`config.mk`:
```
export PLATFORM = sky130hd
export DESIGN_NAME = usb_desc_streamer
export DESIGN_NICKNAME = d
export VERILOG_FILES = /design/src/rtl/usb_desc_streamer_pkg.sv /design/src/rtl/usb_desc_rom.sv /design/src/rtl/usb_desc_streamer.sv
export SDC_FILE = /design/constraint.sdc
export NUM_CORES = 1
export LEC_CHECK = 0
export CAP_MARGIN = 20
export CORE_MARGIN = 4
export CORE_UTILIZATION = 40
export CTS_BUF_LIST = sky130_fd_sc_hd__clkbuf_16
export CTS_CLUSTER_DIAMETER = 150
export DETAILED_ROUTE_END_ITERATION = 10
export PLACE_DENSITY = 0.62
export SYNTH_ARGS = -nofsm -noshare
export SYNTH_HDL_FRONTEND = slang
export SYNTH_SLANG_ARGS = --single-unit
export TNS_END_PERCENT = 30
```
`constraint.sdc`:
```
create_clock -name useClk -period 8.6 [get_ports useClk]
set_clock_uncertainty 0.2 [all_clocks]
set_input_delay 0.86 -clock useClk [delete_from_list [all_inputs] [get_ports useClk]]
set_output_delay 0.86 -clock useClk [all_outputs]
set_load 0.1 [all_outputs]
```
`src/rtl/usb_desc_streamer_pkg.sv`:
```
// Shared types, USB descriptor codes, ROM layout and descriptor contents for the EP0 descriptor streamer.
// The ROM image is built from the packed tables below; the device descriptor's bMaxPacketSize0 byte is patched in per instance.
package usb_desc_streamer_pkg;

  typedef enum logic [2:0] {
    IDLE,
    LOOKUP,
    WAIT_IN,
    SEND,
    WAIT_ACK,
    STALL
  } state_e;

  localparam logic [7:0] DT_DEVICE = 8'h01;
  localparam logic [7:0] DT_CONFIG = 8'h02;
  localparam logic [7:0] DT_STRING = 8'h03;

  // ROM layout: device | config set | string 0 | strings 1..NUM_STR-1 (fixed 6-byte records)
  localparam int DEV_OFF   = 0;
  localparam int DEV_LEN   = 18;
  localparam int CFG_OFF   = 18;
  localparam int CFG_LEN   = 32;
  localparam int STR0_OFF  = 50;
  localparam int STR0_LEN  = 4;
  localparam int STRN_OFF  = 54;
  localparam int STRN_LEN  = 6;
  localparam int DEV_MPKT_BYTE = 7;

  localparam logic [8*DEV_LEN-1:0] DEV_DESC =
    144'h12_01_10_01_00_00_00_00_B4_04_F0_00_01_01_00_00_00_01;
  localparam logic [8*CFG_LEN-1:0] CFG_DESC =
    256'h09_02_20_00_01_01_00_40_05_09_04_00_00_02_FF_00_00_00_07_05_82_02_08_00_00_07_05_06_02_08_00_00;
  localparam logic [8*STR0_LEN-1:0] STR0_DESC = 32'h04_03_09_04;

  typedef struct packed {
    logic       hit;
    logic [7:0] off;
    logic [7:0] len;
  } desc_loc_t;

  function automatic desc_loc_t desc_lookup(input logic [7:0] dtype, input logic [7:0] idx,
                                            input int num_str);
    desc_loc_t loc;
    loc = '0;
    if (dtype == DT_DEVICE && idx == 8'd0) begin
      loc = '{hit: 1'b1, off: 8'(DEV_OFF), len: 8'(DEV_LEN)};
    end else if (dtype == DT_CONFIG && idx == 8'd0) begin
      loc = '{hit: 1'b1, off: 8'(CFG_OFF), len: 8'(CFG_LEN)};
    end else if (dtype == DT_STRING && idx == 8'd0) begin
      loc = '{hit: 1'b1, off: 8'(STR0_OFF), len: 8'(STR0_LEN)};
    end else if (dtype == DT_STRING && int'(idx) < num_str) begin
      loc = '{hit: 1'b1, off: 8'(STRN_OFF + (int'(idx) - 1) * STRN_LEN), len: 8'(STRN_LEN)};
    end
    return loc;
  endfunction

  // Strings 1.. are UTF-16LE "S<n>" with n the ASCII digit of the index
  function automatic logic [7:0] rom_byte(input int addr, input logic [7:0] mpkt);
    logic [7:0] b;
    int         s;
    s = 0;
    if (addr == DEV_OFF + DEV_MPKT_BYTE) begin
      b = mpkt;
    end else if (addr < CFG_OFF) begin
      b = DEV_DESC[8*(DEV_LEN-1-(addr-DEV_OFF)) +: 8];
    end else if (addr < STR0_OFF) begin
      b = CFG_DESC[8*(CFG_LEN-1-(addr-CFG_OFF)) +: 8];
    end else if (addr < STRN_OFF) begin
      b = STR0_DESC[8*(STR0_LEN-1-(addr-STR0_OFF)) +: 8];
    end else begin
      s = (addr - STRN_OFF) % STRN_LEN;
      case (s)
        0:       b = 8'(STRN_LEN);
        1:       b = DT_STRING;
        2:       b = 8'h53;
        4:       b = 8'(32'h31 + (addr - STRN_OFF) / STRN_LEN);
        default: b = 8'h00;
      endcase
    end
    return b;
  endfunction

endpackage

```
`src/rtl/usb_desc_rom.sv`:
```
// Synchronous descriptor ROM, one byte per read with one-cycle latency.
// The output register only loads when rd_en is high, so the reader can stall without losing a byte.
module usb_desc_rom
  import usb_desc_streamer_pkg::*;
#(
  parameter int ROM_AW  = 7,
  parameter int MAX_PKT = 8
) (
  input  logic              clk,
  input  logic              rd_en,
  input  logic [ROM_AW-1:0] addr,
  output logic [7:0]        rd_dat
);

  logic [7:0] rd_dat_d;
  logic [7:0] rd_dat_q;

  always_comb begin
    rd_dat_d = rd_dat_q;
    if (rd_en) rd_dat_d = rom_byte(int'(addr), 8'(MAX_PKT));
  end

  always_ff @(posedge clk) begin
    rd_dat_q <= rd_dat_d;
  end

  assign rd_dat = rd_dat_q;

endmodule

```
`src/rtl/usb_desc_streamer.sv`:
```
// Streams USB descriptors from ROM over EP0 as MAX_PKT packets with IN/ACK/retry handshakes, ZLP termination and stalls.
// First beat appears 3 cycles after inToken; outReady low freezes the output beat and the ROM prefetch stage.
module usb_desc_streamer
  import usb_desc_streamer_pkg::*;
#(
  parameter int MAX_PKT = 8,
  parameter int ROM_AW  = 7,
  parameter int NUM_STR = 3
) (
  input  logic        useClk,
  input  logic        useRstN,
  input  logic        reqValid,
  output logic        reqReady,
  input  logic [7:0]  reqType,
  input  logic [7:0]  reqIndex,
  input  logic [15:0] reqLength,
  input  logic        inToken,
  input  logic        ack,
  input  logic        retry,
  input  logic        abort,
  output logic        outValid,
  input  logic        outReady,
  output logic [7:0]  outData,
  output logic        outLast,
  output logic        outZlp,
  output logic        stall,
  output logic        done,
  output logic        busy
);

  localparam logic [15:0] MPKT = 16'(MAX_PKT);

  state_e      state_q, state_d;
  logic [7:0]  req_type_q, req_type_d;
  logic [7:0]  req_idx_q, req_idx_d;
  logic [15:0] req_len_q, req_len_d;
  logic [7:0]  base_q, base_d;
  logic [15:0] xfer_len_q, xfer_len_d;
  logic [15:0] pkt_start_q, pkt_start_d;
  logic [15:0] pkt_len_q, pkt_len_d;
  logic        zlp_pkt_q, zlp_pkt_d;
  logic [15:0] fetch_cnt_q, fetch_cnt_d;
  logic [15:0] emit_cnt_q, emit_cnt_d;
  logic        rom_vld_q, rom_vld_d;
  logic        out_valid_q, out_valid_d;
  logic [7:0]  out_data_q, out_data_d;
  logic        out_last_q, out_last_d;
  logic        out_zlp_q, out_zlp_d;
  logic        stall_q, stall_d;
  logic        done_q, done_d;
  logic        busy_q, busy_d;
  logic        req_ready_q, req_ready_d;

  desc_loc_t   loc;
  logic [15:0] remaining;
  logic [15:0] next_start;
  logic        b_free, a_move, issue, zlp_owed, rom_en;
  logic [ROM_AW-1:0] rom_addr;
  logic [7:0]  rom_dat;

  assign rom_addr = ROM_AW'({8'd0, base_q} + pkt_start_q + fetch_cnt_q);

  usb_desc_rom #(.ROM_AW(ROM_AW), .MAX_PKT(MAX_PKT)) u_rom (
    .clk    (useClk),
    .rd_en  (rom_en),
    .addr   (rom_addr),
    .rd_dat (rom_dat)
  );

  always_comb begin
    state_d     = state_q;
    req_type_d  = req_type_q;
    req_idx_d   = req_idx_q;
    req_len_d   = req_len_q;
    base_d      = base_q;
    xfer_len_d  = xfer_len_q;
    pkt_start_d = pkt_start_q;
    pkt_len_d   = pkt_len_q;
    zlp_pkt_d   = zlp_pkt_q;
    fetch_cnt_d = fetch_cnt_q;
    emit_cnt_d  = emit_cnt_q;
    rom_vld_d   = rom_vld_q;
    out_valid_d = out_valid_q;
    out_data_d  = out_data_q;
    out_last_d  = out_last_q;
    out_zlp_d   = out_zlp_q;
    stall_d     = 1'b0;
    done_d      = 1'b0;
    rom_en      = 1'b0;

    loc        = desc_lookup(req_type_q, req_idx_q, NUM_STR);
    remaining  = xfer_len_q - pkt_start_q;
    next_start = pkt_start_q + pkt_len_q;
    // Two-stage pipe: ROM register (stage A) feeds the output register (stage B)
    b_free     = !out_valid_q || outReady;
    a_move     = rom_vld_q && b_free;
    issue      = (fetch_cnt_q < pkt_len_q) && (!rom_vld_q || a_move);
    zlp_owed   = (xfer_len_q != 16'd0) && ((xfer_len_q & (MPKT - 16'd1)) == 16'd0) &&
                 (xfer_len_q < req_len_q);

    case (state_q)
      IDLE: begin
        if (reqValid) begin
          req_type_d = reqType;
          req_idx_d  = reqIndex;
          req_len_d  = reqLength;
          state_d    = LOOKUP;
        end
      end
      LOOKUP: begin
        if (loc.hit) begin
          base_d      = loc.off;
          xfer_len_d  = (req_len_q < {8'd0, loc.len}) ? req_len_q : {8'd0, loc.len};
          pkt_start_d = 16'd0;
          state_d     = WAIT_IN;
        end else begin
          stall_d = 1'b1;
          state_d = STALL;
        end
      end
      STALL: state_d = IDLE;
      WAIT_IN: begin
        if (inToken) begin
          pkt_len_d   = (remaining < MPKT) ? remaining : MPKT;
          zlp_pkt_d   = (remaining == 16'd0);
          fetch_cnt_d = 16'd0;
          emit_cnt_d  = 16'd0;
          rom_vld_d   = 1'b0;
          state_d     = SEND;
        end
      end
      SEND: begin
        if (zlp_pkt_q) begin
          if (!out_valid_q) begin
            out_valid_d = 1'b1;
            out_data_d  = 8'h00;
            out_last_d  = 1'b1;
            out_zlp_d   = 1'b1;
          end else if (outReady) begin
            out_valid_d = 1'b0;
            out_last_d  = 1'b0;
            out_zlp_d   = 1'b0;
            state_d     = WAIT_ACK;
          end
        end else begin
          if (issue) begin
            rom_en      = 1'b1;
            fetch_cnt_d = fetch_cnt_q + 16'd1;
          end
          if (a_move) begin
            out_valid_d = 1'b1;
            out_data_d  = rom_dat;
            out_last_d  = (emit_cnt_q + 16'd1 == pkt_len_q);
            emit_cnt_d  = emit_cnt_q + 16'd1;
          end else if (out_valid_q && outReady) begin
            out_valid_d = 1'b0;
            out_last_d  = 1'b0;
            if (out_last_q) state_d = WAIT_ACK;
          end
          rom_vld_d = issue || (rom_vld_q && !a_move);
        end
      end
      WAIT_ACK: begin
        if (retry) begin
          state_d = WAIT_IN;
        end else if (ack) begin
          pkt_start_d = next_start;
          if (next_start == xfer_len_q && (zlp_pkt_q || !zlp_owed)) begin
            done_d  = 1'b1;
            state_d = IDLE;
          end else begin
            state_d = WAIT_IN;
          end
        end
      end
      default: state_d = IDLE;
    endcase

    if (abort) begin
      state_d     = IDLE;
      out_valid_d = 1'b0;
      out_last_d  = 1'b0;
      out_zlp_d   = 1'b0;
      rom_vld_d   = 1'b0;
      stall_d     = 1'b0;
      done_d      = 1'b0;
    end

    req_ready_d = (state_d == IDLE);
    busy_d      = (state_d != IDLE);
  end

  always_ff @(posedge useClk or negedge useRstN) begin
    if (!useRstN) begin
      state_q     <= IDLE;
      req_type_q  <= 8'd0;
      req_idx_q   <= 8'd0;
      req_len_q   <= 16'd0;
      base_q      <= 8'd0;
      xfer_len_q  <= 16'd0;
      pkt_start_q <= 16'd0;
      pkt_len_q   <= 16'd0;
      zlp_pkt_q   <= 1'b0;
      fetch_cnt_q <= 16'd0;
      emit_cnt_q  <= 16'd0;
      rom_vld_q   <= 1'b0;
      out_valid_q <= 1'b0;
      out_data_q  <= 8'd0;
      out_last_q  <= 1'b0;
      out_zlp_q   <= 1'b0;
      stall_q     <= 1'b0;
      done_q      <= 1'b0;
      busy_q      <= 1'b0;
      req_ready_q <= 1'b1;
    end else begin
      state_q     <= state_d;
      req_type_q  <= req_type_d;
      req_idx_q   <= req_idx_d;
      req_len_q   <= req_len_d;
      base_q      <= base_d;
      xfer_len_q  <= xfer_len_d;
      pkt_start_q <= pkt_start_d;
      pkt_len_q   <= pkt_len_d;
      zlp_pkt_q   <= zlp_pkt_d;
      fetch_cnt_q <= fetch_cnt_d;
      emit_cnt_q  <= emit_cnt_d;
      rom_vld_q   <= rom_vld_d;
      out_valid_q <= out_valid_d;
      out_data_q  <= out_data_d;
      out_last_q  <= out_last_d;
      out_zlp_q   <= out_zlp_d;
      stall_q     <= stall_d;
      done_q      <= done_d;
      busy_q      <= busy_d;
      req_ready_q <= req_ready_d;
    end
  end

  assign reqReady = req_ready_q;
  assign outValid = out_valid_q;
  assign outData  = out_data_q;
  assign outLast  = out_last_q;
  assign outZlp   = out_zlp_q;
  assign stall    = stall_q;
  assign done     = done_q;
  assign busy     = busy_q;

endmodule
```
==> flow_summary.ini, run 1 <==
[synth]
yosys.area.top_type = dfrtp_1
synthFlopType = dfrtp_1
ys_warn_count = 0
ys_top_cells_by_area = dfrtp_1 29%, ha_1 9.5%, xnor2_1 5.3%
synth_top_area_share_pct = 28.65
synthesis.area_um2 = 11970
synth_edf_count = 8
postSynthAreaPerCell_um2 = 8.450
synth_fp_nets = 1556
ys_seq_area_share_pct = 30.88
synthArstFlopShare_pct = 94.52
ys_types = 101
ys_ff_latch = 146
syn_inst = 1416

[timing]
rsz0062_at_grt = false
tns_ps = 0
fmax_mhz = 141.4
final.period_utilization_pct = 82.26
worstMarginPinSlew_ps = 998.7
relSlewSlack_pct = 31.70
drv_slew = 0
final-hold-violation-count = 0
period_needed_ps = 7075
setup_viol = 0

[clock_tree]
h-tree-depth = 4
clk_latency_ps = 430
cts_root_buf = clkbuf_16
clock_path_buffers = 2
cts_tree = built
post_cts_resized = 0
cts_sinks = 146
hold_buffers = 0
cts_made_buffers = 17
clk_pin_slew_worst_paths_ps = 60
post_cts_buffers = 0

[grt]
grt_pass1_wl_um = 53160
groute.usage.overall_pct = 19.35
antenna_found_initial = 0
grt_max_degree = 81
grt_overflow = 0
grt_pass1_vias = 10490

[finish]
seqCellArea_um2 = 3695
multi_input_area_um2 = 7706
fin_nets = 1590
synthToLayoutAreaGrowth_pct = 12.44
final_layout_size_suffix_gt1_share_pct = 6.224
num-fill-cells = 2947
n_antenna_cell = 0

[floorplan]
die_w_um = 181.0
rows = 63
die_area_um2 = 32740
die_h_um = 181.0
num_io_pins = 55
fp.coreArea_um2 = 29560
initial_utilization_pct = 40.48

[worst_setup_path]
critPathMaxFanout = 23
cp_common_cell = ha_1
critical_path_buf_inv_count = 1
crit_chain = fa_1 -> ha_1 -> clkinv_1 -> ha_1 -> nand2_1 -> o21ai_0 -> a22o_1 -> or3_1 -> o2bb2ai_1 -> or4_1 -> a22oi_2 -> a21o_1 -> ha_1 -> nor2_1 -> xnor2_4 -> o21ai_1 -> o2bb2ai_1 -> a221o_1
criticalPathCategory = reg2reg
cp-start-kind = register
slowest_stage = ha_1
cp_top_family = adder cells
cp.required_ps = 8580
worstSetupEndpointType = register
crit_path_max_incr_delay_ps = 870
worstPathArrival_ps = 7050

[drt]
via_count = 10490
wirelength_um = 31680
drt-initial-drc-count = 747
drc = 0
vias_per_cell = 5.665
ant_nets = 0
post_drt_wl_per_cell_um = 17.10
drtPass1Iterations = 5

[placed_design]
gp_congestion = 0.8731
portBuffers = 54
place_hpwl_um = 23670

[job]
cap_viol_max_count = 0

[hold_path]
hold_path_class = in2async

[run_status]
run_status = finished clean
[layout by cell type (no fill, tap or decap), types with 17 or more instances in the layout]
cell type and n:
a21o_1 28, nor3_1 36, nand3_1 60, nor2_1 107, xor2_1 28, a21oi_1 67
and3_1 17, clkdlybuf4s50_1 53, o21ai_0 113, ha_1 91, xnor2_1 73, nand2_1 151
dfrtp_1 137, inv_1 97, clkbuf_16 17, and2_1 25
[synth_stat cells, drive strengths merged, types with 13 or more instances]
master and n:
nand2 152, dfrtp 137, o21ai 118, nor2 109, inv 98, ha 91
xnor2 75, a21oi 68, nand3 60, nor3 38, clkbuf 35, xor2 29
a21o 28, and2 25, a211oi 18, nor4 18, and3 17, o31ai 17
mux2 16, nand4 15, nand2b 13, o21a 13
[layout make-up]
| cell class | count | area share, % |
|---|---|---|
| repair buffers | 62 | 4.473 |
| inverters | 100 | 2.790 |
| multi-input cells | 1123 | 57.28 |
| clock buffers | 17 | 3.162 |
| flip-flops and latches | 146 | 27.46 |
| clock inverters | 14 | 1.209 |
| well taps | 390 | 3.627 |
[per-layer routing]
layer	GRT usage (%)	vias to the layer above	wire [µm]
met2	33.29	222	15570
li1	-	5178	-
met3	2.295	36	1039
met1	25.91	5056	14560
met5	0	-	0
met4	5.224	0	512
[worst register-to-register path, delay by kind of cell (launching register included)]
kind            cells  cell delay, ps
compound gates      8            1810
xor+xnor            1             260
fa+ha+maj           4            2370
buf+inv             1             550
flops               1             500
simple gates        4            1140
[flip-flops by register name (all words and copies together), names as in the netlist, 3 cells and up]
signal,flops
outData,8
u_rom.rd_dat,8
pkt_start_q,16
state_q,3
base_q,6
req_idx_q,8
req_len_q,16
req_type_q,8
pkt_len_q,16
fetch_cnt_q,16
xfer_len_q,16
emit_cnt_q,16
[path summary, 6_finish.rpt]
path                                      start  cells past startpoint               to  slack [ps]
min in group useClk             u_rom.rd_dat[4]                      2       outData[4]         290
worst min-delay path                    useRstN                      1     req_len_q[7]         270
worst max register to register   pkt_start_q[1]                     18  u_rom.rd_dat[1]        1530
max in group asynchronous               useRstN                      2  fetch_cnt_q[12]        6630
worst min register to register  u_rom.rd_dat[4]                      2       outData[4]         290
worst max-delay path             pkt_start_q[1]                     18  u_rom.rd_dat[1]        1530
[cell families after synthesis]
group / count (synthesis) / synth area share (%)
AND/OR/NAND/NOR: 510 / 21.35
AO/OA/AOI/OAI: 381 / 21.37
buffers and inverters: 147 / 4.758
flip-flops: 146 / 30.88
XOR/XNOR: 106 / 8.272
adder cells (fa/ha/maj): 100 / 11.02
multiplexers: 26 / 2.342
[through the flow]
stage	setup WS [ps]	hold WS, ps	instance area (µm²)	cells	utilization (%)
global placement	1791	278.8	12860	1820	43.50
CTS	1663	292.7	13450	1851	45.49
global route	1127	319.7	13450	1852	45.52
finish	1526	273.6	13450	1852	45.52
floorplan	2605	254.3	11970	1416	-
detailed placement	1682	276.4	12860	1820	43.50
Power of run 1 is not shown: default switching activity piles up to over one toggle a cycle in this logic, so the estimate is an artifact.
==> run 2: changes to the inputs <==
==> constraint.sdc (replaced) <==
create_clock -name useClk -period 6.9 [get_ports useClk]
set_clock_uncertainty 0.2 [all_clocks]
set_input_delay 0.69 -clock useClk [delete_from_list [all_inputs] [get_ports useClk]]
set_output_delay 0.69 -clock useClk [all_outputs]
set_load 0.1 [all_outputs]
==> run 2 against run 1 <==
Sequential cell count stayed put. Cell count rose by 0.65%. Die area stayed put. Utilization grew 0.30 points. Setup slack worse by 1100 ps. Largest cell class unchanged. Critical path depth increased by 2. Worst hold slack got worse by 190 ps. Register-to-register slack lost 1100 ps.
==> flow_summary.ini, run 2 (synthesis results as in run 1) <==
[clock_tree]
cts_root_buf = clkbuf_16
clk_latency_ps = 420
clk_pin_slew_worst_paths_ps = 70
post_cts_resized = 0
h-tree-depth = 4
cts_made_buffers = 17
post_cts_buffers = 0
cts_sinks = 146
hold_buffers = 0
clock_path_buffers = 2
cts_tree = built

[placed_design]
place_hpwl_um = 23310
pre_cts_slack_ps = 488.6
portBuffers = 54
gp_congestion = 0.9403

[finish]
final_common_cell = nand2_1
fin_nets = 1601
n_antenna_cell = 0
multi_input_area_um2 = 7719
num-fill-cells = 2911
final_layout_size_suffix_gt1_share_pct = 7.056
synthToLayoutAreaGrowth_pct = 13.20
mostFrequentLayoutCells = 151 x nand2_1, 137 x dfrtp_1, 113 x o21ai_0, 107 x nor2_1, 97 x inv_1
seqCellArea_um2 = 3695

[worst_setup_path]
criticalPathCategory = reg2reg
r2r_slack_ps = 460
slowest_stage = fa_1
crit_path_max_incr_delay_ps = 550
r2r-start = pkt_start_q[1]
reg2regPathDepth = 20
rr_endpoint = u_rom.rd_dat[1]
worstPathArrival_ps = 6410
worstSetupEndpointType = register
critPathMaxFanout = 10
cp-start-kind = register
crit_chain = fa_1 -> ha_1 -> fa_1 -> ha_1 -> inv_1 -> a22oi_1 -> nand2_1 -> xnor2_4 -> and3_1 -> or3_1 -> o22ai_1 -> and2_2 -> nor3_1 -> or4_1 -> o221ai_1 -> ha_1 -> inv_1 -> o21ai_1 -> o2bb2ai_1 -> a221o_1
cp.required_ps = 6880
cp_common_cell = ha_1

[grt]
antenna_found_initial = 0
grt_pass1_vias = 10270
grt_pass1_wl_um = 51670
grt_overflow = 0
grt_max_degree = 73
groute.usage.overall_pct = 18.67

[hold_path]
hold_path_class = in2async

[floorplan]
die_h_um = 181.0
rows = 63
fp.coreArea_um2 = 29560
die_area_um2 = 32740
die_w_um = 181.0
initial_utilization_pct = 40.48
num_io_pins = 55

[drt]
post_drt_wl_per_cell_um = 16.49
drtPass1Iterations = 5
drt-initial-drc-count = 724
via_count = 10420
vias_per_cell = 5.590
ant_nets = 0
wirelength_um = 30740
drc = 0

[job]
cap_viol_max_count = 0

[timing]
final.period_utilization_pct = 93.27
relSlewSlack_pct = 32.91
fin_ws_ps = 464.6
setup_viol = 0
rsz0062_at_grt = false
fmax_mhz = 155.4
period_needed_ps = 6435
tns_ps = 0
worstMarginPinSlew_ps = 1003
drv_slew = 0
final-hold-violation-count = 0

[run_status]
run_status = finished clean
## run 2: cell types whose count changed in the layout (fill, tap and decap cells not counted)
cell	change
buf_4	+11
clkinv_4	+4
and2_1	-1
and2_2	+1
bufinv_16	-1
clkinv_2	-1
clkinvlp_4	-1
inv_4	-1
inv_6	+1
xnor2_2	-1
xnor2_4	+1
## run 2: worst max-delay path, delay by kind of cell, from the launching register on
kind | cells | cell delay [ps]
simple gates | 6 | 1630
xor+xnor | 1 | 220
fa+ha+maj | 5 | 1880
compound gates | 6 | 1500
buf+inv | 2 | 240
flops | 1 | 500
## run 2: layer usage
| metal | GRT usage (%) | wire length [µm] | up-vias |
|---|---|---|---|
| met5 | 0 | 0 | - |
| met4 | 5.044 | 473 | 0 |
| met1 | 24.84 | 14270 | 4998 |
| met2 | 32.26 | 15090 | 194 |
| met3 | 2.255 | 908 | 35 |
| li1 | - | - | 5192 |
## run 2: worst max path at each step
stage | from | endpoint | slack (ps) | depth (start not counted)
final | pkt_start_q[1] | u_rom.rd_dat[1] | 460 | 20
after global routing | pkt_start_q[1] | u_rom.rd_dat[1] | 40 | 20
after CTS | pkt_start_q[1] | u_rom.rd_dat[1] | 440 | 20
after detailed placement | pkt_start_q[1] | u_rom.rd_dat[1] | 490 | 20
after global placement | pkt_start_q[1] | u_rom.rd_dat[1] | 540 | 20
after floorplan | pkt_start_q[1] | u_rom.rd_dat[1] | 910 | 24
## run 2: cell type report
type | count | area share [%]
multi-input cells | 1123 | 56.99
repair buffers | 73 | 5.053
clock inverters | 15 | 1.164
inverters | 100 | 2.771
well taps | 390 | 3.603
clock buffers | 17 | 3.141
flip-flops and latches | 146 | 27.28
## run 2: metrics by stage
step	instances	hold WS, ps	instance area, µm²	utilization, %
after floorplan	1416	194.4	11970	-
after global placement	1831	275.2	12940	43.78
after detailed placement	1831	289.2	12940	43.78
after CTS	1863	113.1	13520	45.75
after global routing	1864	150.5	13540	45.82
final	1864	84.20	13540	45.82
Power of run 2 is left out for the same reason.
==> run 3: changes to the inputs <==
--- a/config.mk
+++ b/config.mk
@@ -11,6 +11,7 @@
 export CTS_BUF_LIST = sky130_fd_sc_hd__clkbuf_16
 export CTS_CLUSTER_DIAMETER = 150
 export DETAILED_ROUTE_END_ITERATION = 10
+export GPL_ROUTABILITY_DRIVEN = 0
 export PLACE_DENSITY = 0.62
 export SYNTH_ARGS = -nofsm -noshare
 export SYNTH_HDL_FRONTEND = slang
==> run 3 against run 2 <==
First-iteration DRC count rose by 6.1%. Fmax fell by 2.5%. Final area shrank 0.39%. Sequential cell count unchanged. Critical path type unchanged. Non-clock buffer count down 2. Critical endpoint unchanged. Count of clock-buffer cells in the layout did not move. Cell count fell by 0.11%.
==> flow_summary.ini, run 3 (synthesis results as in run 1) <==
[floorplan]
die_area_um2 = 32740
fp.coreArea_um2 = 29560
die_w_um = 181.0
initial_utilization_pct = 40.48
die_h_um = 181.0
rows = 63
num_io_pins = 55

[finish]
synthToLayoutAreaGrowth_pct = 12.76
final_layout_size_suffix_gt1_share_pct = 6.861
final_common_cell = nand2_1
fin_nets = 1599
mostFrequentLayoutCells = 151 x nand2_1, 137 x dfrtp_1, 113 x o21ai_0, 107 x nor2_1, 98 x inv_1
n_antenna_cell = 0

[timing]
final.period_utilization_pct = 95.63
final-hold-violation-count = 0
relSlewSlack_pct = 33.92
period_needed_ps = 6598
worstMarginPinSlew_ps = 988.2
tns_ps = 0
drv_slew = 0
setup_viol = 0
fmax_mhz = 151.6
rsz0062_at_grt = false

[clock_tree]
post_cts_buffers = 0
post_cts_resized = 0
h-tree-depth = 4
clk_pin_slew_worst_paths_ps = 70
clk_latency_ps = 420
hold_buffers = 0
cts_made_buffers = 17
clock_path_buffers = 2
cts_tree = built
cts_root_buf = clkbuf_16
cts_sinks = 146

[grt]
grt_overflow = 0
grt_max_degree = 81
antenna_found_initial = 0
groute.usage.overall_pct = 18.92
grt_pass1_vias = 10390
grt_pass1_wl_um = 52480

[worst_setup_path]
cp.required_ps = 6880
worstSetupEndpointType = register
critPathMaxFanout = 11
worstPathArrival_ps = 6580
r2r_slack_ps = 300
rr_endpoint = u_rom.rd_dat[1]
crit_path_max_incr_delay_ps = 640
r2r-start = pkt_start_q[1]
crit_chain = fa_1 -> ha_1 -> fa_1 -> xnor2_1 -> a22oi_1 -> and4_1 -> nor4_1 -> a2111oi_2 -> a2111oi_1 -> a31oi_2 -> o31ai_1 -> o21bai_1 -> a221o_1 -> o211a_1 -> o221ai_1 -> ha_1 -> inv_1 -> o21ai_1 -> o2bb2ai_1 -> a221o_1
slowest_stage = xnor2_1
criticalPathCategory = reg2reg
cp-start-kind = register
reg2regPathDepth = 20

[drt]
drtPass1Iterations = 5
drt-initial-drc-count = 768
drc = 0
wirelength_um = 30880
ant_nets = 0
via_count = 10470
post_drt_wl_per_cell_um = 16.59
vias_per_cell = 5.624

[job]
cap_viol_max_count = 0

[placed_design]
place_hpwl_um = 23380
portBuffers = 54

[hold_path]
hold_path_class = in2async

[run_status]
run_status = finished clean
-- run 3: metrics by stage --
step	cells	hold slack [ps]	area [µm²]	worst slack [ps]	utilization (%)
floorplan	1416	194.4	11970	905.1	-
global placement	1829	273.6	12930	593.4	43.73
detailed placement	1829	280.1	12930	433.0	43.73
CTS	1861	142.2	13480	443.3	45.62
global route	1862	186.5	13490	25.75	45.64
finish	1862	116.3	13490	301.8	45.64
-- run 3: worst max path at each step --
stage / end / from / depth (start not counted) / slack [ps]
after global routing: u_rom.rd_dat[1] / pkt_start_q[1] / 20 / 30
after global placement: u_rom.rd_dat[1] / pkt_start_q[1] / 19 / 590
after detailed placement: u_rom.rd_dat[1] / pkt_start_q[1] / 20 / 430
final: u_rom.rd_dat[1] / pkt_start_q[1] / 20 / 300
after CTS: u_rom.rd_dat[1] / pkt_start_q[1] / 20 / 440
after floorplan: u_rom.rd_dat[1] / pkt_start_q[1] / 24 / 910
-- run 3: area by class of cell --
| type | count | area, µm² |
|---|---|---|
| inverter | 100 | 375.4 |
| tap | 390 | 488.0 |
| timing repair buffer | 71 | 669.4 |
| fill | 2933 | 16070 |
| sequential | 146 | 3695 |
| clock inverter | 15 | 132.6 |
| clock buffer | 17 | 425.4 |
| multi-input combinational | 1123 | 7706 |
-- run 3: metal layers --
layer / up-vias / wire, µm / global-route usage (%)
li1: 5189 / - / -
met1: 5006 / 14280 / 25.30
met2: 243 / 15100 / 32.32
met3: 34 / 1088 / 2.617
met4: 0 / 419 / 5.074
met5: - / 0 / 0
-- run 3: worst max-delay path: cells and delay by family, from the launching register on --
kind	cells	cell delay (ps)
AND/OR/NAND/NOR	2	760
AO/OA/AOI/OAI	12	2730
adder cells (fa/ha/maj)	4	1480
flip-flops	1	480
XOR/XNOR	1	640
buffers and inverters	1	50
Power of run 3 is left out for the same reason.
==> RTL edit (config.mk and constraints of run 1) <==
Re-encode `state_e` (6 states) as Gray code, 3 bits wide.
--- a/src/rtl/usb_desc_streamer_pkg.sv
+++ b/src/rtl/usb_desc_streamer_pkg.sv
@@ -3,12 +3,12 @@
 package usb_desc_streamer_pkg;
 
   typedef enum logic [2:0] {
-    IDLE,
-    LOOKUP,
-    WAIT_IN,
-    SEND,
-    WAIT_ACK,
-    STALL
+    IDLE     = 3'b000,
+    LOOKUP   = 3'b001,
+    WAIT_IN  = 3'b011,
+    SEND     = 3'b010,
+    WAIT_ACK = 3'b110,
+    STALL    = 3'b111
   } state_e;
 
   localparam logic [7:0] DT_DEVICE = 8'h01;
Behaviour: no difference found for any inputs over 4 cycles, from zero or initial values and one cycle with useRstN low; so few cycles prove little.
==> RTL edit against run 1 <==
Wire length is 2.2% lower; setup slack better by 0.21 ns; non-clock buffer count is 4 higher; design area is 1.1% lower; area after synthesis is 1.4% lower; sequential cell count stayed put; utilization is 0.48 points higher; critical endpoint unchanged; largest cell class unchanged.
==> RTL edit: results (changes against run 1) <==
- Tightest Pin Transition: 1.04 ns (was 0.999 ns)
- Crit path max-delay family: adder cells (unchanged)
- Worst-path fanout max: 23 (unchanged)
- Post-synth EDFFs: 8 (unchanged)
- Final hold slack: 0.197 ns (was 0.274 ns)
- Initial antenna violation count: 0 (unchanged)
- Worst Reg-to-Reg Cells: 19 (was 18)
- Peak VDD IR: 0.000278 V
- Ant. Diodes: 0 (unchanged)
- GPL Wtd Cong: 0.902 (was 0.873)
- Total GRT Usage: 19.0% (was 19.4%)
- Synth Net Count: 1485 (was 1556)
- Met1 Track Usage GR: 25.7% (was 25.9%)
- Vias/cell: 5.66 (was 5.67)
- Post-CTS setup buffer count: 0 (unchanged)
- Synth cell count leaders: nand2_1, dfrtp_1, o21ai_0, nor2_1, ha_1 (was nand2_1, dfrtp_1, o21ai_0, nor2_1, inv_1)
- Unique masters post-synth: 110 (was 101)
- Residual DRC: 0 (unchanged)
- Outcome: complete, no violations (unchanged)
- Root Buffer: clkbuf_16 (unchanged)
- Fill count: 2775 (was 2947)
- Reg2reg end: u_rom.rd_dat[1]$_SDFFCE_PN0P_ (unchanged)
- Hpwl dp: 23.8 mm (was 23.7 mm)
- Critical Path AT: 6.84 ns (was 7.05 ns)
- Largest net degree at the start of global routing: 75 (was 81)
- R2R setup slack: 1.74 ns (was 1.53 ns)
- GR Layer Usage met2: 31.7% (was 33.3%)
- Dominant cells by area after synthesis: dfrtp_1, ha_1, xnor2_1 (unchanged)
- First-pass GRT wire length: 51.3 mm (was 53.2 mm)
- Layout cell share with drive strength beyond 1: 8.86% (was 6.22%)
- Sequential share of the synthesized area: 31.3% (was 30.9%)
- Clock latency on the worst-skew pair: 0.43 ns (about the same)
- Drt first-iter violations: 672 (was 747)
- Largest stage delay, worst path: 0.90 ns (was 0.87 ns)
- Pleak: 5.85 nW
- Vias in the first global route: 9872 (was 10494)
- DR pass1 iterations: 7 (was 5)
- Met3 usage: 3.27% (was 2.30%)
- Final WL: 31.0 mm (was 31.7 mm)
- Setup slack at placement: 1.80 ns (was 1.68 ns)
- Num CTS Buffers: 17 (unchanged)
## RTL edit: cell count changes after synthesis, sizes merged, moves of 7 or more
| cell | before | now |
|---|---|---|
| nand3b | 8 | 1 |
| xnor2 | 75 | 84 |
| a21oi | 68 | 54 |
| or3 | 10 | 1 |
| nor3b | 8 | 1 |
| and3 | 17 | 25 |
| inv | 98 | 87 |
| nand2 | 152 | 143 |
| nand3 | 60 | 41 |
| a22o | 2 | 18 |
| o21a | 13 | 4 |
## RTL edit: logic make-up (layout without fill, tap and decap cells)
logic type	count (synthesis)	in the layout	share of synthesized area, %
AO/OA/AOI/OAI	359	359	21.1
XOR/XNOR	115	115	9.48
adder cells (fa/ha/maj)	100	100	11.2
buffers and inverters	133	187	4.61
flip-flops	146	146	31.3
multiplexers	35	35	3.35
AND/OR/NAND/NOR	457	457	19.0
## RTL edit: how the worst max path moves through the flow
stage	from	endpoint	slack (ns)
after floorplan	pkt_start_q[1]$_DFFE_PN0P_	u_rom.rd_dat[1]$_SDFFCE_PN0P_	3.18
after global placement	pkt_start_q[1]$_DFFE_PN0P_	u_rom.rd_dat[1]$_SDFFCE_PN0P_	1.90
after detailed placement	pkt_start_q[1]$_DFFE_PN0P_	u_rom.rd_dat[1]$_SDFFCE_PN0P_	1.80
after CTS	pkt_start_q[1]$_DFFE_PN0P_	u_rom.rd_dat[1]$_SDFFCE_PN0P_	1.76
after global routing	pkt_start_q[1]$_DFFE_PN0P_	u_rom.rd_dat[4]$_SDFFCE_PN0P_	1.33
final	pkt_start_q[1]$_DFFE_PN0P_	u_rom.rd_dat[1]$_SDFFCE_PN0P_	1.74
## RTL edit: cell type report
class | instances | share of cell area [%]
Clock buffer | 17 | 3.20
Inverter | 89 | 2.51
Sequential cell | 146 | 27.8
Tap cell | 384 | 3.61
Clock inverter | 15 | 1.11
Multi-Input combinational cell | 1066 | 56.9
Timing Repair Buffer | 66 | 4.90
## RTL edit: metrics by stage
stage,instance area [sq um],std cells
finish,13300,1783
global placement,12700,1750
floorplan,11800,1345
CTS,13300,1782
detailed placement,12700,1750
global route,13300,1783
## RTL edit: where the power goes
group,switching (mW),internal (mW)
Clock,0.327,0.406
Combinational,2.32,1.53
Sequential,0.131,0.830
Total,2.78,2.77
## RTL edit: per-layer routing
| metal | up-vias | part of all wire [%] | routed length, um |
|---|---|---|---|
| met5 | - | 0 | 0 |
| met2 | 271 | 47 | 14500 |
| met3 | 50 | 4.3 | 1340 |
| met4 | 0 | 2.0 | 607 |
| li1 | 4930 | - | - |
| met1 | 4848 | 47 | 14500 |
